==> src/rtl/reset_seq_pkg.sv <==
// Shared types and constants for the PLL reset sequencer.
// Holds the FSM state enum, default cycle counts and counter sizing.
package reset_seq_pkg;

  typedef enum logic [2:0] {
    ASSERT         = 3'd0,
    WAIT_LOCK      = 3'd1,
    STABLE         = 3'd2,
    RELEASE_PERIPH = 3'd3,
    RUN            = 3'd4
  } state_e;

  localparam int DEF_SYNC_STAGES        = 2;
  localparam int DEF_LOCK_STABLE_CYCLES = 1024;
  localparam int DEF_RESET_HOLD_CYCLES  = 16;
  localparam int DEF_DEBOUNCE_CYCLES    = 65536;

  // Bits needed to count 0 .. max(a,b,c)-1.
  function automatic int cnt_width(
    input int a,
    input int b,
    input int c
  );
    int m;
    m = a;
    if (b > m) m = b;
    if (c > m) m = c;
    return (m < 2) ? 1 : $clog2(m);
  endfunction

endpackage

==> src/rtl/pll_reset_sequencer_sync_debounce.sv <==
// Multi-flop synchroniser with optional debounce filter.
// Ports: clk_i, rst_i (sync, active-high), async_i, level_o (filtered).
module sync_debounce
  import reset_seq_pkg::*;
#(
  parameter int   SYNC_STAGES     = 2,
  parameter int   DEBOUNCE_CYCLES = 0,
  parameter logic RST_VAL         = 1'b0
) (
  input  logic clk_i,
  input  logic rst_i,
  input  logic async_i,
  output logic level_o
);

  logic [SYNC_STAGES-1:0] sync_q;
  logic                   sync_s;

  always_ff @(posedge clk_i) begin
    if (rst_i) begin
      sync_q <= {SYNC_STAGES{RST_VAL}};
    end else begin
      sync_q <= {sync_q[SYNC_STAGES-2:0], async_i};
    end
  end

  assign sync_s = sync_q[SYNC_STAGES-1];

  if (DEBOUNCE_CYCLES == 0) begin : g_bypass

    assign level_o = sync_s;

  end else begin : g_debounce

    localparam int DW = cnt_width(DEBOUNCE_CYCLES, 1, 1);

    logic          level_q;
    logic          level_d;
    logic [DW-1:0] cnt_q;
    logic [DW-1:0] cnt_d;

    always_ff @(posedge clk_i) begin
      if (rst_i) begin
        level_q <= RST_VAL;
        cnt_q   <= '0;
      end else begin
        level_q <= level_d;
        cnt_q   <= cnt_d;
      end
    end

    // Count consecutive samples at the opposite level;
    // any sample matching the held level restarts the count.
    always_comb begin
      level_d = level_q;
      cnt_d   = '0;
      if (sync_s != level_q) begin
        if (cnt_q == DW'(DEBOUNCE_CYCLES - 1)) begin
          level_d = sync_s;
        end else begin
          cnt_d = cnt_q + 1'b1;
        end
      end
    end

    assign level_o = level_q;

  end

endmodule

==> src/rtl/pll_reset_sequencer.sv <==
// Ordered reset release after PLL lock, with lock-loss tracking.
// Ports: clock, reset, pll_lock, ext_rst_n in; periph_reset,
// core_reset, ready, lock_lost, lock_loss_count[7:0] out.
module pll_reset_sequencer
  import reset_seq_pkg::*;
#(
  parameter int SYNC_STAGES        = DEF_SYNC_STAGES,
  parameter int LOCK_STABLE_CYCLES = DEF_LOCK_STABLE_CYCLES,
  parameter int RESET_HOLD_CYCLES  = DEF_RESET_HOLD_CYCLES,
  parameter int DEBOUNCE_CYCLES    = DEF_DEBOUNCE_CYCLES
) (
  input  logic       clock,
  input  logic       reset,
  input  logic       pll_lock,
  input  logic       ext_rst_n,
  output logic       periph_reset,
  output logic       core_reset,
  output logic       ready,
  output logic       lock_lost,
  output logic [7:0] lock_loss_count
);

  localparam int CW = cnt_width(
    LOCK_STABLE_CYCLES, RESET_HOLD_CYCLES, DEBOUNCE_CYCLES);

  localparam logic [CW-1:0] LAST_STABLE =
    CW'(LOCK_STABLE_CYCLES - 1);
  localparam logic [CW-1:0] LAST_HOLD =
    CW'(RESET_HOLD_CYCLES - 1);

  logic lock_s;
  logic btn_level;
  logic btn_pressed;

  sync_debounce #(
    .SYNC_STAGES     (SYNC_STAGES),
    .DEBOUNCE_CYCLES (0),
    .RST_VAL         (1'b0)
  ) u_lock_sync (
    .clk_i   (clock),
    .rst_i   (reset),
    .async_i (pll_lock),
    .level_o (lock_s)
  );

  sync_debounce #(
    .SYNC_STAGES     (SYNC_STAGES),
    .DEBOUNCE_CYCLES (DEBOUNCE_CYCLES),
    .RST_VAL         (1'b1)
  ) u_btn_sync (
    .clk_i   (clock),
    .rst_i   (reset),
    .async_i (ext_rst_n),
    .level_o (btn_level)
  );

  assign btn_pressed = ~btn_level;

  state_e        state_q;
  state_e        state_d;
  logic [CW-1:0] cnt_q;
  logic [CW-1:0] cnt_d;
  logic          loss_event;

  logic       periph_q, periph_d;
  logic       core_q, core_d;
  logic       ready_q, ready_d;
  logic       lost_q, lost_d;
  logic [7:0] loss_cnt_q, loss_cnt_d;

  always_ff @(posedge clock) begin
    if (reset) begin
      state_q    <= ASSERT;
      cnt_q      <= '0;
      periph_q   <= 1'b1;
      core_q     <= 1'b1;
      ready_q    <= 1'b0;
      lost_q     <= 1'b0;
      loss_cnt_q <= 8'd0;
    end else begin
      state_q    <= state_d;
      cnt_q      <= cnt_d;
      periph_q   <= periph_d;
      core_q     <= core_d;
      ready_q    <= ready_d;
      lost_q     <= lost_d;
      loss_cnt_q <= loss_cnt_d;
    end
  end

  // Button held in WAIT_LOCK just parks there; bouncing
  // back through ASSERT would gain nothing.
  always_comb begin
    state_d    = state_q;
    cnt_d      = cnt_q;
    loss_event = 1'b0;
    unique case (state_q)
      ASSERT: begin
        state_d = WAIT_LOCK;
        cnt_d   = '0;
      end
      WAIT_LOCK: begin
        if (lock_s && !btn_pressed) begin
          state_d = STABLE;
          cnt_d   = '0;
        end
      end
      STABLE: begin
        if (btn_pressed) begin
          state_d = ASSERT;
          cnt_d   = '0;
        end else if (!lock_s) begin
          state_d = WAIT_LOCK;
          cnt_d   = '0;
        end else if (cnt_q == LAST_STABLE) begin
          state_d = RELEASE_PERIPH;
          cnt_d   = '0;
        end else begin
          cnt_d = cnt_q + 1'b1;
        end
      end
      RELEASE_PERIPH: begin
        if (!lock_s || btn_pressed) begin
          state_d = ASSERT;
          cnt_d   = '0;
        end else if (cnt_q == LAST_HOLD) begin
          state_d = RUN;
          cnt_d   = '0;
        end else begin
          cnt_d = cnt_q + 1'b1;
        end
      end
      RUN: begin
        // Lock loss outranks the button so it is always logged.
        if (!lock_s) begin
          state_d    = ASSERT;
          loss_event = 1'b1;
        end else if (btn_pressed) begin
          state_d = ASSERT;
        end
      end
      default: begin
        state_d = ASSERT;
        cnt_d   = '0;
      end
    endcase
  end

  // Outputs decode the next state so they change on the
  // same edge as the transition.
  always_comb begin
    periph_d   = !(state_d == RELEASE_PERIPH ||
                   state_d == RUN);
    core_d     = (state_d != RUN);
    ready_d    = (state_d == RUN);
    lost_d     = lost_q | loss_event;
    loss_cnt_d = loss_cnt_q;
    if (loss_event && loss_cnt_q != 8'hFF) begin
      loss_cnt_d = loss_cnt_q + 8'd1;
    end
  end

  assign periph_reset    = periph_q;
  assign core_reset      = core_q;
  assign ready           = ready_q;
  assign lock_lost       = lost_q;
  assign lock_loss_count = loss_cnt_q;

endmodule

==> config.mk <==
export PLATFORM = sky130hd
export DESIGN_NAME = pll_reset_sequencer
export DESIGN_NICKNAME = d
export VERILOG_FILES = /design/src/rtl/reset_seq_pkg.sv /design/src/rtl/pll_reset_sequencer_sync_debounce.sv /design/src/rtl/pll_reset_sequencer.sv
export SDC_FILE = /design/constraint.sdc
export NUM_CORES = 1
export LEC_CHECK = 0
export ABC_AREA = 0
export BUFFER_PORTS_ARGS = -buffer_cell sky130_fd_sc_hd__buf_2
export CAP_MARGIN = 10
export CORE_MARGIN = 4
export CORE_UTILIZATION = 53
export DETAILED_ROUTE_END_ITERATION = 8
export HOLD_SLACK_MARGIN = 0.05
export PLACE_DENSITY = 0.72
export SLEW_MARGIN = 10
export SYNTH_ARGS = -nofsm -noshare
export SYNTH_HDL_FRONTEND = slang
export SYNTH_SLANG_ARGS = --single-unit
==> constraint.sdc <==
create_clock -name clock -period 3 [get_ports clock]
set_input_delay 0.3 -clock clock [delete_from_list [all_inputs] [get_ports clock]]
set_output_delay 0.3 -clock clock [all_outputs]
set_load 0.02 [all_outputs]
== Word-level counts from Yosys, hierarchy flattened ==
Cells that the tools add are included.
Storage, ports and cells
  latch bits: 0
  output and inout bits: 12
  bits in registers: 52
  memory bits (writable): 0
  memory bits (read-only): 0
  memories kept: 0
Cells by class
  muxes and demuxes: 18
  shift operators: 0
  add/subtract/negate cells: 3
  bitwise gates (word level): 4
  order comparisons: 0
  equal/unequal tests: 13
  multipliers: 0
  divide/modulo/power cells: 0
  reduce and logical (&&, ||, !) cells: 10
Operator list (count)
  2-to-1 mux 16 bit: 6
  one-hot mux 16 bit (4 select lines): 1
  adder 16 x 1 -> 16 bit, second input constant: 2
  2-to-1 mux 3 bit: 8
  equality test 16 x 10 -> 1 bit, second input constant: 1
  equality test 16 bit, second input constant: 1
  equality test 16 x 4 -> 1 bit, second input constant: 1
  one-hot mux 3 bit (5 select lines): 1
  equality test 3 x 2 -> 1 bit, second input constant: 3
  adder 8 x 1 -> 8 bit, second input constant: 1
  inequality test 8 bit, second input constant: 1
  equality test 3 bit, second input constant: 2
  AND reduction 2 bit: 2
  equality test 3 x 1 -> 1 bit, second input constant: 1
  zero test 3 bit: 1
  inequality test 3 bit, second input constant: 1
  inverter 1 bit: 3
  OR reduction 3 bit: 1
  logical AND 1 bit: 2
  zero test 1 bit: 2
  logical OR 1 bit: 2
  2-to-1 mux 1 bit: 2
  inequality test 2 bit, second input constant: 1
  inequality test 1 bit: 1
  bitwise OR 1 bit: 1

== Logic depth before layout (Yosys ltp) ==
Gate-level depths: netlist of the first run.
  depth after elaboration: 8
  mapped depth: 7

== Modules after synthesis ==
Synthesis of the first run repeated with hierarchy kept, for this count alone.
Unflattened totals
  cell total of the unflattened synthesis: 293
  area total of the unflattened synthesis: 2543.7 um2
By module, submodules not included
  pll_reset_sequencer: area each 1645.3 um2, cells each 198, instances 1, sequential area each 620.6 um2
  sync_debounce at u_btn_sync: area each 845.8 um2, cells each 91, instances 1, sequential area each 380.4 um2
  sync_debounce at u_lock_sync: area each 52.6 um2, cells each 4, instances 1, sequential area each 40.0 um2

== Least setup slack after synthesis of the first run ==
No wires, ideal clock.
  path kind: register -> register
  start point: reg cnt_q[4]
  end point: reg periph_q, in the netlist periph_reset
  arrival: 2050 ps
  path slack: 821 ps
  data required time: 2871 ps
  cell stages (with the launch flop): 6
  path buffers: 0
  cells stage by stage: dfxtp_1 > or4_1 > or3_4 > or4_4 > a211oi_4 > a21oi_1
Between the ends
  longest elaborated chain between the ends: 8
  elaborated cells between the ends (all ways): 12
  those cells by class: eq/ne (4); mux (6); reduce/logical (2)
RTL lines
  from (decl): RTL line pll_reset_sequencer.sv:61  | logic [CW-1:0] cnt_q;
  from (signal assigned): RTL line pll_reset_sequencer.sv:82  | cnt_q <= cnt_d;
  equality test 16 x 10 -> 1 bit: RTL line pll_reset_sequencer.sv:115  | end else if (cnt_q == LAST_STABLE) begin
  2-to-1 mux 3 bit: RTL line pll_reset_sequencer.sv:115
  2-to-1 mux 3 bit: RTL line pll_reset_sequencer.sv:112  | end else if (!lock_s) begin
  2-to-1 mux 3 bit: RTL line pll_reset_sequencer.sv:109  | if (btn_pressed) begin
  one-hot mux 3 bit (5 select lines) *: RTL line pll_reset_sequencer.sv:97  | unique case (state_q)
  equality test 3 x 2 -> 1 bit or equality test 3 bit (tied branches): RTL line pll_reset_sequencer.sv:152, pll_reset_sequencer.sv:153
  logical OR 1 bit *: RTL line pll_reset_sequencer.sv:152  | periph_d = !(state_d == RELEASE_PERIPH ||
  zero test 1 bit *: RTL line pll_reset_sequencer.sv:152
  to (signal assigned): RTL line pll_reset_sequencer.sv:83  | periph_q <= periph_d;
  to (decl): RTL line pll_reset_sequencer.sv:65  | logic periph_q, periph_d;
Every way passes the cells marked *; elsewhere a longest branch is shown, timed or not.
A chain may end at the register's enable or synchronous reset.

== Worst setup path in the final report of the first run ==
  start point: reg cnt_q[0]
  end point: reg cnt_q[11]
Between the ends
  longest elaborated chain between the ends: 5
  elaborated cells between the ends (all ways): 9
  those cells by class: add/sub (1); eq/ne (2); mux (6)
RTL lines (RTL line)
  adder 16 x 1 -> 16 bit or equality test 16 x 10 -> 1 bit (tied branches): pll_reset_sequencer.sv:119, pll_reset_sequencer.sv:130, pll_reset_sequencer.sv:115
  2-to-1 mux 16 bit: pll_reset_sequencer.sv:115
  2-to-1 mux 16 bit: pll_reset_sequencer.sv:112
  2-to-1 mux 16 bit: pll_reset_sequencer.sv:109
  one-hot mux 16 bit (4 select lines) *: pll_reset_sequencer.sv:97
Marks and branches as above.

==> results.md, run 1 <==
Status:
- The run finished with clean final reports.

Yosys:
- The average instance area after synthesis is 8.74 sq um.
- Counting flops with an async set or reset pin after synthesis yields a share of 0.
- Among all flip-flop cells after synthesis, the most frequent one is sky130_fd_sc_hd__dfxtp_1.
- The fraction of synthesized cell area taken by the top area cell type is 0.434.
- sky130_fd_sc_hd__dfxtp_1 takes more of the synthesized area than any other cell.
- The count of cell types in the netlist is 48.
- Sorting the synthesized cells by area gives the leading types as sky130_fd_sc_hd__dfxtp_1 43%, sky130_fd_sc_hd__xor2_1 6.9%, sky130_fd_sc_hd__nor2_1 5.6%, sky130_fd_sc_hd__nand2_1 4.2%, sky130_fd_sc_hd__xnor2_1 4.0%.
- The number of flops mapped to enable cells by yosys is 0.
- Of the synthesized area, sequential elements account for 0.434.
- The synthesized net count is 281.
- The post-synth design cell area is 2400 sq um.
- The number of synthesized register bits is 52.
- The number of synthesis warnings is 0.
- The number of instances in the synthesized netlist is 274.

Place:
- The post-place instance area is 2490 sq um.
- The placed wire-length estimate after detailed placement is 3040 microns.
- The number of placed cells counting well taps is 332.
- Routability-driven placement finished with a final weighted congestion of 0.783.
- The number of I/O port buffers is 15.

Route:
- The number of nets with antenna violations after detailed routing is 0.
- The first routing iteration left 49 violations.
- The routed design has 4380 microns of wire.
- The routed layout has 1,894 vias.
- In the routed design, unresolved DRC markers number 0.
- The routed wirelength normalized by instance count is 12.9 microns.
- The vias per cell is 5.57.
- The first detailed-routing pass took 4 iterations.

Clock network:
- The source-to-sink clock delay at the later pin of the worst-skew pair is 0.30 ns.
- The total setup buffers inserted after CTS is 0.
- The CTS clock-pin slew for the worst setup and hold paths is 0.09 ns.
- The CTS sink count is 52.
- TritonCTS built the clock tree.
- No sink is reached through more buffers than the 2 on the longest clock path.
- The depth of the CTS H-tree is 2.
- The tree is rooted in a sky130_fd_sc_hd__clkbuf_8.
- Buffers inserted during clock tree synthesis total 5.
- Buffers inserted to repair hold after CTS numbered 0.
- The number of cells upsized or downsized after cts is 0.

STA:
- Timing would allow up to 417 MHz.
- The clock period minus worst slack is 2.40 ns.
- The relative slew slack is 0.353.
- The number of hold violations in the final report is 0.
- Setup violations remaining at the end of the flow were counted as 0.
- The final setup TNS is 0 ns.
- Setup repair after global routing left no endpoint under its margin.
- Between clock sinks in the finished design, the worst skew comes to 0.00523 ns.
- The number of max-slew violations in the final report is 0.
- The actual slew at the worst max-slew pin is 0.967 ns.
- The fraction of the cycle the final worst path needs is 0.799.

Min path:
- The worst hold path belongs to the class in2reg.

Global route:
- The overall global routing resource usage is 0.170.
- The routing usage on met2 is 0.279.
- The layer carrying the most global-route usage is met2.
- The met1 capacity usage during global routing is 0.224.
- The number of antenna violations at the first check in global routing is 0.
- For met3 alone, demand over resource in global routing was 0.0441.
- The leftover overflow at the end of global routing is 0.
- The via count of the first global-routing pass is 1,708.
- The global-route wire length before repair is 7560 microns.
- Entering global routing, the biggest net connects 37 pins.

Die:
- The number of primary I/O pins is 16.
- The initial utilization of the core area, before any placement, comes to 0.550.
- The overall die width is 75.2 microns.
- The die height is 75.2 microns.
- The floorplan step defined a die boundary enclosing 5660 sq um.
- The standard-cell row count is 24.
- The floorplan step defined a core boundary enclosing 4350 sq um.

Power and ir drop:
- The power density over the cells is 439 nW/um^2.
- Summed over all cells, the static leakage comes to 0.868 nW.
- The analysis attributes to net switching a power of 0.245 mW.
- The maximum ir drop on the vdd rail is 0.281 mV.
- Internal power comes to 0.890 mW.
- The switching part of the total power is 0.216.
- The clock share of power is 0.358.
- Of the total power, registers draw 0.615.
- The relative contribution of combinational cells to total power is 0.027.

Worst setup path:
- STA classifies the critical path endpoint as a flop.
- The data arrival time of the critical path is 2.56 ns.
- STA classifies the critical path startpoint as a flop.
- The maximum fanout along the worst path is 9.
- The critical path is of the reg2reg type.
- The required time at the worst-slack endpoint is 3.16 ns.

Cells and area:
- The commonest non-fill, non-tap cell in the layout is sky130_fd_sc_hd__dfxtp_1.
- The share of layout cells above drive strength 1 is 0.115.
- In the layout the commonest cells are 52 x sky130_fd_sc_hd__dfxtp_1, 36 x sky130_fd_sc_hd__nor2_1, 27 x sky130_fd_sc_hd__nand2_1, 19 x sky130_fd_sc_hd__xor2_1, 18 x sky130_fd_sc_hd__nand3_1.
- After the flow finishes, the layout carries non-filler instances totaling 340.
- The repair_antennas step left the layout with diodes totalling 0.
- At the end of the flow, the number of nets in the layout was 294.
- After routing the design area is 2590 sq um.
- The signed area change from the synthesized netlist to the final layout is 7.99%.
- After filler insertion, the fill cell instance count of the layout stands at 385.

Run:
- The tool flagged a number of max-cap violations equal to 0.
kinds of logic (layout without fill, tap and decap cells):
kind of cell / after synthesis / in the layout / share of synthesized area
and+or+nand+nor: 137 / 137 / 0.299
DFF: 52 / 52 / 0.434
AOI/OAI and AO/OA: 35 / 35 / 0.105
xor gates and xnor gates: 30 / 30 / 0.110
buffers and inverters: 16 / 30 / 0.0319
adders and majority gates: 3 / 3 / 0.0157
muxes: 1 / 1 / 0.00418
metrics by stage:
stage	utilization	total power [mW]	hold WS, ns	setup slack, ns
after floorplan	-	0.739	0.389	0.821
after global placement	0.573	0.744	0.397	0.705
after detailed placement	0.573	0.745	0.396	0.611
after CTS	0.594	1.15	0.169	0.600
after global routing	0.594	1.18	0.164	0.362
final	0.594	1.13	0.179	0.603
cells in the mapped netlist, drive strengths merged (2+ instances only):
cell	count
xnor2	11
nand4b	2
dfxtp	52
a21oi	10
nand3b	3
or3	2
nor2b	6
ha	3
and4	4
inv	5
and3	5
nand2b	2
nor2	36
nand3	18
nor4	3
xor2	19
o21ai	3
a31oi	4
nand2	27
nand4	8
or4	5
or2	3
a211oi	4
clkbuf	8
nor3	8
buf	3
o2111ai	3
registers in the layout (all words and copies together) (netlist names):
name                         cells
cnt_q                           16
u_btn_sync.g_debounce.cnt_q     16
lock_loss_count                  8
state_q                          3
u_btn_sync.sync_q                2
u_lock_sync.sync_q               2
core_reset                       1
lock_lost                        1
periph_reset                     1
ready                            1
u_btn_sync.level_o               1
power groups by stage:
stage	Sequential [mW]	Clock (mW)	Combinational (mW)
6_report	0.698	0.406	0.0304
5_1_grt	0.699	0.446	0.0337
4_1_cts	0.698	0.422	0.0308
3_5_place_dp	0.714	0	0.0307
3_3_place_gp	0.714	0	0.0301
2_1_floorplan	0.712	0	0.0273
worst max-delay path, stage by stage, from the launching register on:
cell	delay (ns)
sky130_fd_sc_hd__dfxtp_1	0.39
sky130_fd_sc_hd__ha_1	0.22
sky130_fd_sc_hd__nand3_1	0.18
sky130_fd_sc_hd__or4_1	0.60
sky130_fd_sc_hd__o21bai_1	0.35
sky130_fd_sc_hd__a21oi_1	0.41
sky130_fd_sc_hd__nor3_1	0.10
final cells by class:
class                   count  area, sq um  share of cell area
multi-input cells         206         1280               0.494
flip-flops and latches     52         1040               0.402
repair buffers             17         90.1              0.0348
clock buffers               7         86.3              0.0334
well taps                  52         65.1              0.0251
inverters                   5         18.8             0.00725
clock inverters             1         7.51             0.00290
per-layer routing:
metal  share of wire  routed length [microns]  vias to the layer above
met2            0.45                     1980                       28
met5               0                        0                        -
met4          0.0071                       31                        0
met1            0.50                     2210                      865
li1                -                        -                      996
met3           0.038                      166                        5
worst paths after layout:
path                              from              endpoint  slack (ns)  depth (start not counted)
hold / removal               ext_rst_n  u_btn_sync.sync_q[0]        0.18                          2
setup / recovery              cnt_q[0]             cnt_q[11]        0.60                          6
setup reg to reg              cnt_q[0]             cnt_q[11]        0.60                          6
hold reg to reg   u_btn_sync.sync_q[0]  u_btn_sync.sync_q[1]        0.42                          1
(Power assumes the default switching activity.)
==> run 2: changes to the inputs <==
--- a/config.mk
+++ b/config.mk
@@ -12,7 +12,7 @@
 export CORE_UTILIZATION = 53
 export DETAILED_ROUTE_END_ITERATION = 8
 export HOLD_SLACK_MARGIN = 0.05
-export PLACE_DENSITY = 0.72
+export PLACE_DENSITY = 0.75
 export SLEW_MARGIN = 10
 export SYNTH_ARGS = -nofsm -noshare
 export SYNTH_HDL_FRONTEND = slang
==> constraint.sdc (replaced) <==
create_clock -name clock -period 2.1 [get_ports clock]
set_input_delay 0.21 -clock clock [delete_from_list [all_inputs] [get_ports clock]]
set_output_delay 0.21 -clock clock [all_outputs]
set_load 0.02 [all_outputs]
==> results.md, run 2 (same netlist as run 1, synthesis figures left out) <==
Worst setup path:
- The cell at the slowest stage of the critical path is sky130_fd_sc_hd__or4_4.
- The critical path launch point type is a flop.
- Counting cells, the worst reg-to-reg path comes to 5.
- The total buffers and inverters traversed by the critical path is 0.
- The startpoint identified for the worst register-to-register timing path is cnt_q[7].
- Traced cell by cell, the critical path runs through or4_4, or3_4, or4_4, a211oi_4, a21oi_1.
- The worst setup path endpoint is periph_reset.
- In this design, the largest share of critical-path delay is due to simple AND/OR/NAND/NOR gates.
- Of all nets on the critical path, the largest fanout is 3.
- The setup slack of the most critical reg-to-reg path is -0.04 ns.
- STA classifies the critical path endpoint as a flop.
- The data arrival time of the critical path is 2.33 ns.
- The logic depth of the worst path, buffers included is 5.
- The largest single stage delay on the critical path is 0.54 ns.
- By instance count, the cell type seen most on the critical path is sky130_fd_sc_hd__or4_4.
- The worst setup path is of the reg2reg kind.
- The required time at the worst-slack endpoint is 2.29 ns.
- The endpoint identified for the worst register-to-register timing path is periph_reset.
- The most critical setup path has its startpoint at cnt_q[7].

Route:
- The routed wirelength normalized by instance count is 13.3 microns.
- Dividing the detail-routed via count by the number of cells gives 5.58.
- The number of nets with antenna violations after detailed routing is 0.
- The detailed router finished its first iteration with 88 violations.
- Before antenna repair, the detailed router went through 4 iterations.
- The total via count in the routed design is 2,031.
- The DRC violation count after routing is 0.
- The total wirelength of the detailed-routed design is 4830 microns.

STA:
- Static timing analysis puts the maximum clock frequency at 467 MHz.
- Setup violations remaining at the end of the flow were counted as 2.
- In the post-route analysis, the smallest setup slack over all paths is -0.0403 ns.
- The relative slew slack is 0.639.
- The number of hold violations in the final report is 0.
- In the finished design, the share of the clock period the worst path needs comes to 1.02.
- Across the routed clock network, the largest skew measured is 0.00439 ns.
- The worst path in the final design needs a cycle of 2.14 ns, including I/O delays and setup.
- Hold is met by 0.0771 ns.
- Setup repair after global routing could not meet its margin everywhere.
- At the pin with the least slew margin, the transition time is 0.540 ns.
- The number of max-slew violations in the final report is 0.

Min path:
- The path class of the tightest hold or removal check is in2reg.

Cells and area:
- The layout net count is 318.
- Of the cells placed in the final design, the portion with a size suffix greater than 1 is 0.196.
- The signed area change from the synthesized netlist to the final layout is 16.4%.
- The layout filler cell count is 370.
- The library cell used most frequently in the layout, excluding fill and tap cells, is sky130_fd_sc_hd__dfxtp_1.
- Leaving out fill and tap cells, the most frequent cells in the layout are 52 x sky130_fd_sc_hd__dfxtp_1, 36 x sky130_fd_sc_hd__nor2_1, 27 x sky130_fd_sc_hd__nand2_1, 25 x sky130_fd_sc_hd__buf_4, 19 x sky130_fd_sc_hd__xor2_1.
- The number of antenna diodes is 0.
- The final standard cell count with taps included and fillers excluded is 364.

Global route:
- The first global-routing pass estimated 8520 microns of wire.
- The leftover overflow at the end of global routing is 0.
- For this run, the total global-route usage over all layers was measured as 0.195.
- The number of antenna violations at the first check in global routing came to 0.
- The via count of the first global-routing pass is 1,908.
- The pin count of the biggest net entering global routing is 20.

Place:
- The weighted congestion at the end of routability-driven global placement is 0.819.
- The placed wire-length estimate after detailed placement is 3450 microns.
- After detailed placement, the design holds a cell count of 356.
- The setup slack at placement is -0.0656 ns.
- The count of buffers added on input and output ports is 15.

Status:
- The flow ran to the end, but the final reports show violations.
- The final reports fail on setup timing.

Die:
- The floorplan die area is 5660 sq um.
- The standard-cell row count is 24.
- In this run the horizontal extent of the chip is 75.2 microns.
- The effective utilization at floorplan is 0.550.
- In this run the standard cell core region covers 4350 sq um.
- The number of primary I/O pins is 16.
- From bottom edge to top edge, the die measures 75.2 microns.

Clock network:
- TritonCTS built the clock tree.
- The CTS clock-pin slew for the worst setup and hold paths is 0.09 ns.
- The source-to-sink clock delay at the later pin of the worst-skew pair is 0.31 ns.
- The clock root buffer is sky130_fd_sc_hd__clkbuf_8.
- The H-tree was split into 2 levels.
- The clock tree buffer depth is 2.
- The clock net in this run drives a total of 52 sinks.
- The number of buffers inserted during clock tree synthesis is 5.
- Hold repair after CTS inserted 0 buffers.

Power and ir drop:
- The maximum ir drop on the vdd rail is 0.410 mV.
- Power spread over the standard cell area amounts to 589 nW/um^2.
- In this run the static leakage power is 0.993 nW.

Run:
- The max capacitance violation total is 0.
run 2: cell types whose count changed in the layout (fill, tap and decap cells not counted), sizes merged:
cell / delta
buf: +24
run 2: metrics by stage:
stage          TNS [ns]   util  total power, mW  cell area [sq um]
2_1_floorplan   -0.0565      -             1.06               2400
3_3_place_gp    -0.0199  0.615             1.07               2680
3_5_place_dp     -0.118  0.615             1.08               2680
4_1_cts          -0.104  0.638             1.66               2780
5_1_grt          -0.263  0.641             1.71               2790
6_report        -0.0671  0.641             1.64               2790
run 2: cell type report:
type | instances | area (sq um) | share of cell area
clock inverters | 1 | 7.51 | 0.00269
clock buffers | 7 | 86.3 | 0.0309
repair buffers | 41 | 274 | 0.0982
inverters | 5 | 18.8 | 0.00673
multi-input cells | 206 | 1300 | 0.465
flip-flops and latches | 52 | 1040 | 0.373
well taps | 52 | 65.1 | 0.0233
run 2: power by group:
group / leakage [nW] / switching, mW / internal [mW]
clock network: 0.0445 / 0.324 / 0.268
logic: 0.529 / 0.0377 / 0.0206
registers: 0.420 / 0.00316 / 0.991
total: 0.993 / 0.365 / 1.28
run 2: how the worst min path moves through the flow:
stage	from	endpoint	slack (ns)	depth (start not counted)
after floorplan	ext_rst_n	u_btn_sync.sync_q[0]	0.31	1
after global placement	ext_rst_n	u_btn_sync.sync_q[0]	0.40	2
after detailed placement	ext_rst_n	u_btn_sync.sync_q[0]	0.40	2
after CTS	ext_rst_n	u_btn_sync.sync_q[0]	0.07	2
after global routing	ext_rst_n	u_btn_sync.sync_q[0]	0.09	2
final	ext_rst_n	u_btn_sync.sync_q[0]	0.08	2
run 2: repair_timing:
action                                  in CTS  in global routing
cloned                                       0                  0
pin swaps                                    0                  1
gates resized for setup                      2                  2
setup buffers                                0                  0
endpoints found under the setup margin       3                  5
run 2: per-layer routing:
| layer | track usage | wire, microns | up-vias | part of all wire |
|---|---|---|---|---|
| met5 | 0 | 0 | - | 0 |
| met4 | 0.0835 | 86 | 0 | 0.018 |
| met3 | 0.0360 | 222 | 7 | 0.046 |
| met2 | 0.302 | 2180 | 38 | 0.45 |
| met1 | 0.267 | 2340 | 940 | 0.48 |
| li1 | - | - | 1046 | - |
run 2: worst register-to-register path: stages, from the launching register on:
cell	delay [ns]
sky130_fd_sc_hd__dfxtp_1	0.32
sky130_fd_sc_hd__or4_4	0.53
sky130_fd_sc_hd__or3_4	0.34
sky130_fd_sc_hd__or4_4	0.54
sky130_fd_sc_hd__a211oi_4	0.24
sky130_fd_sc_hd__a21oi_1	0.06
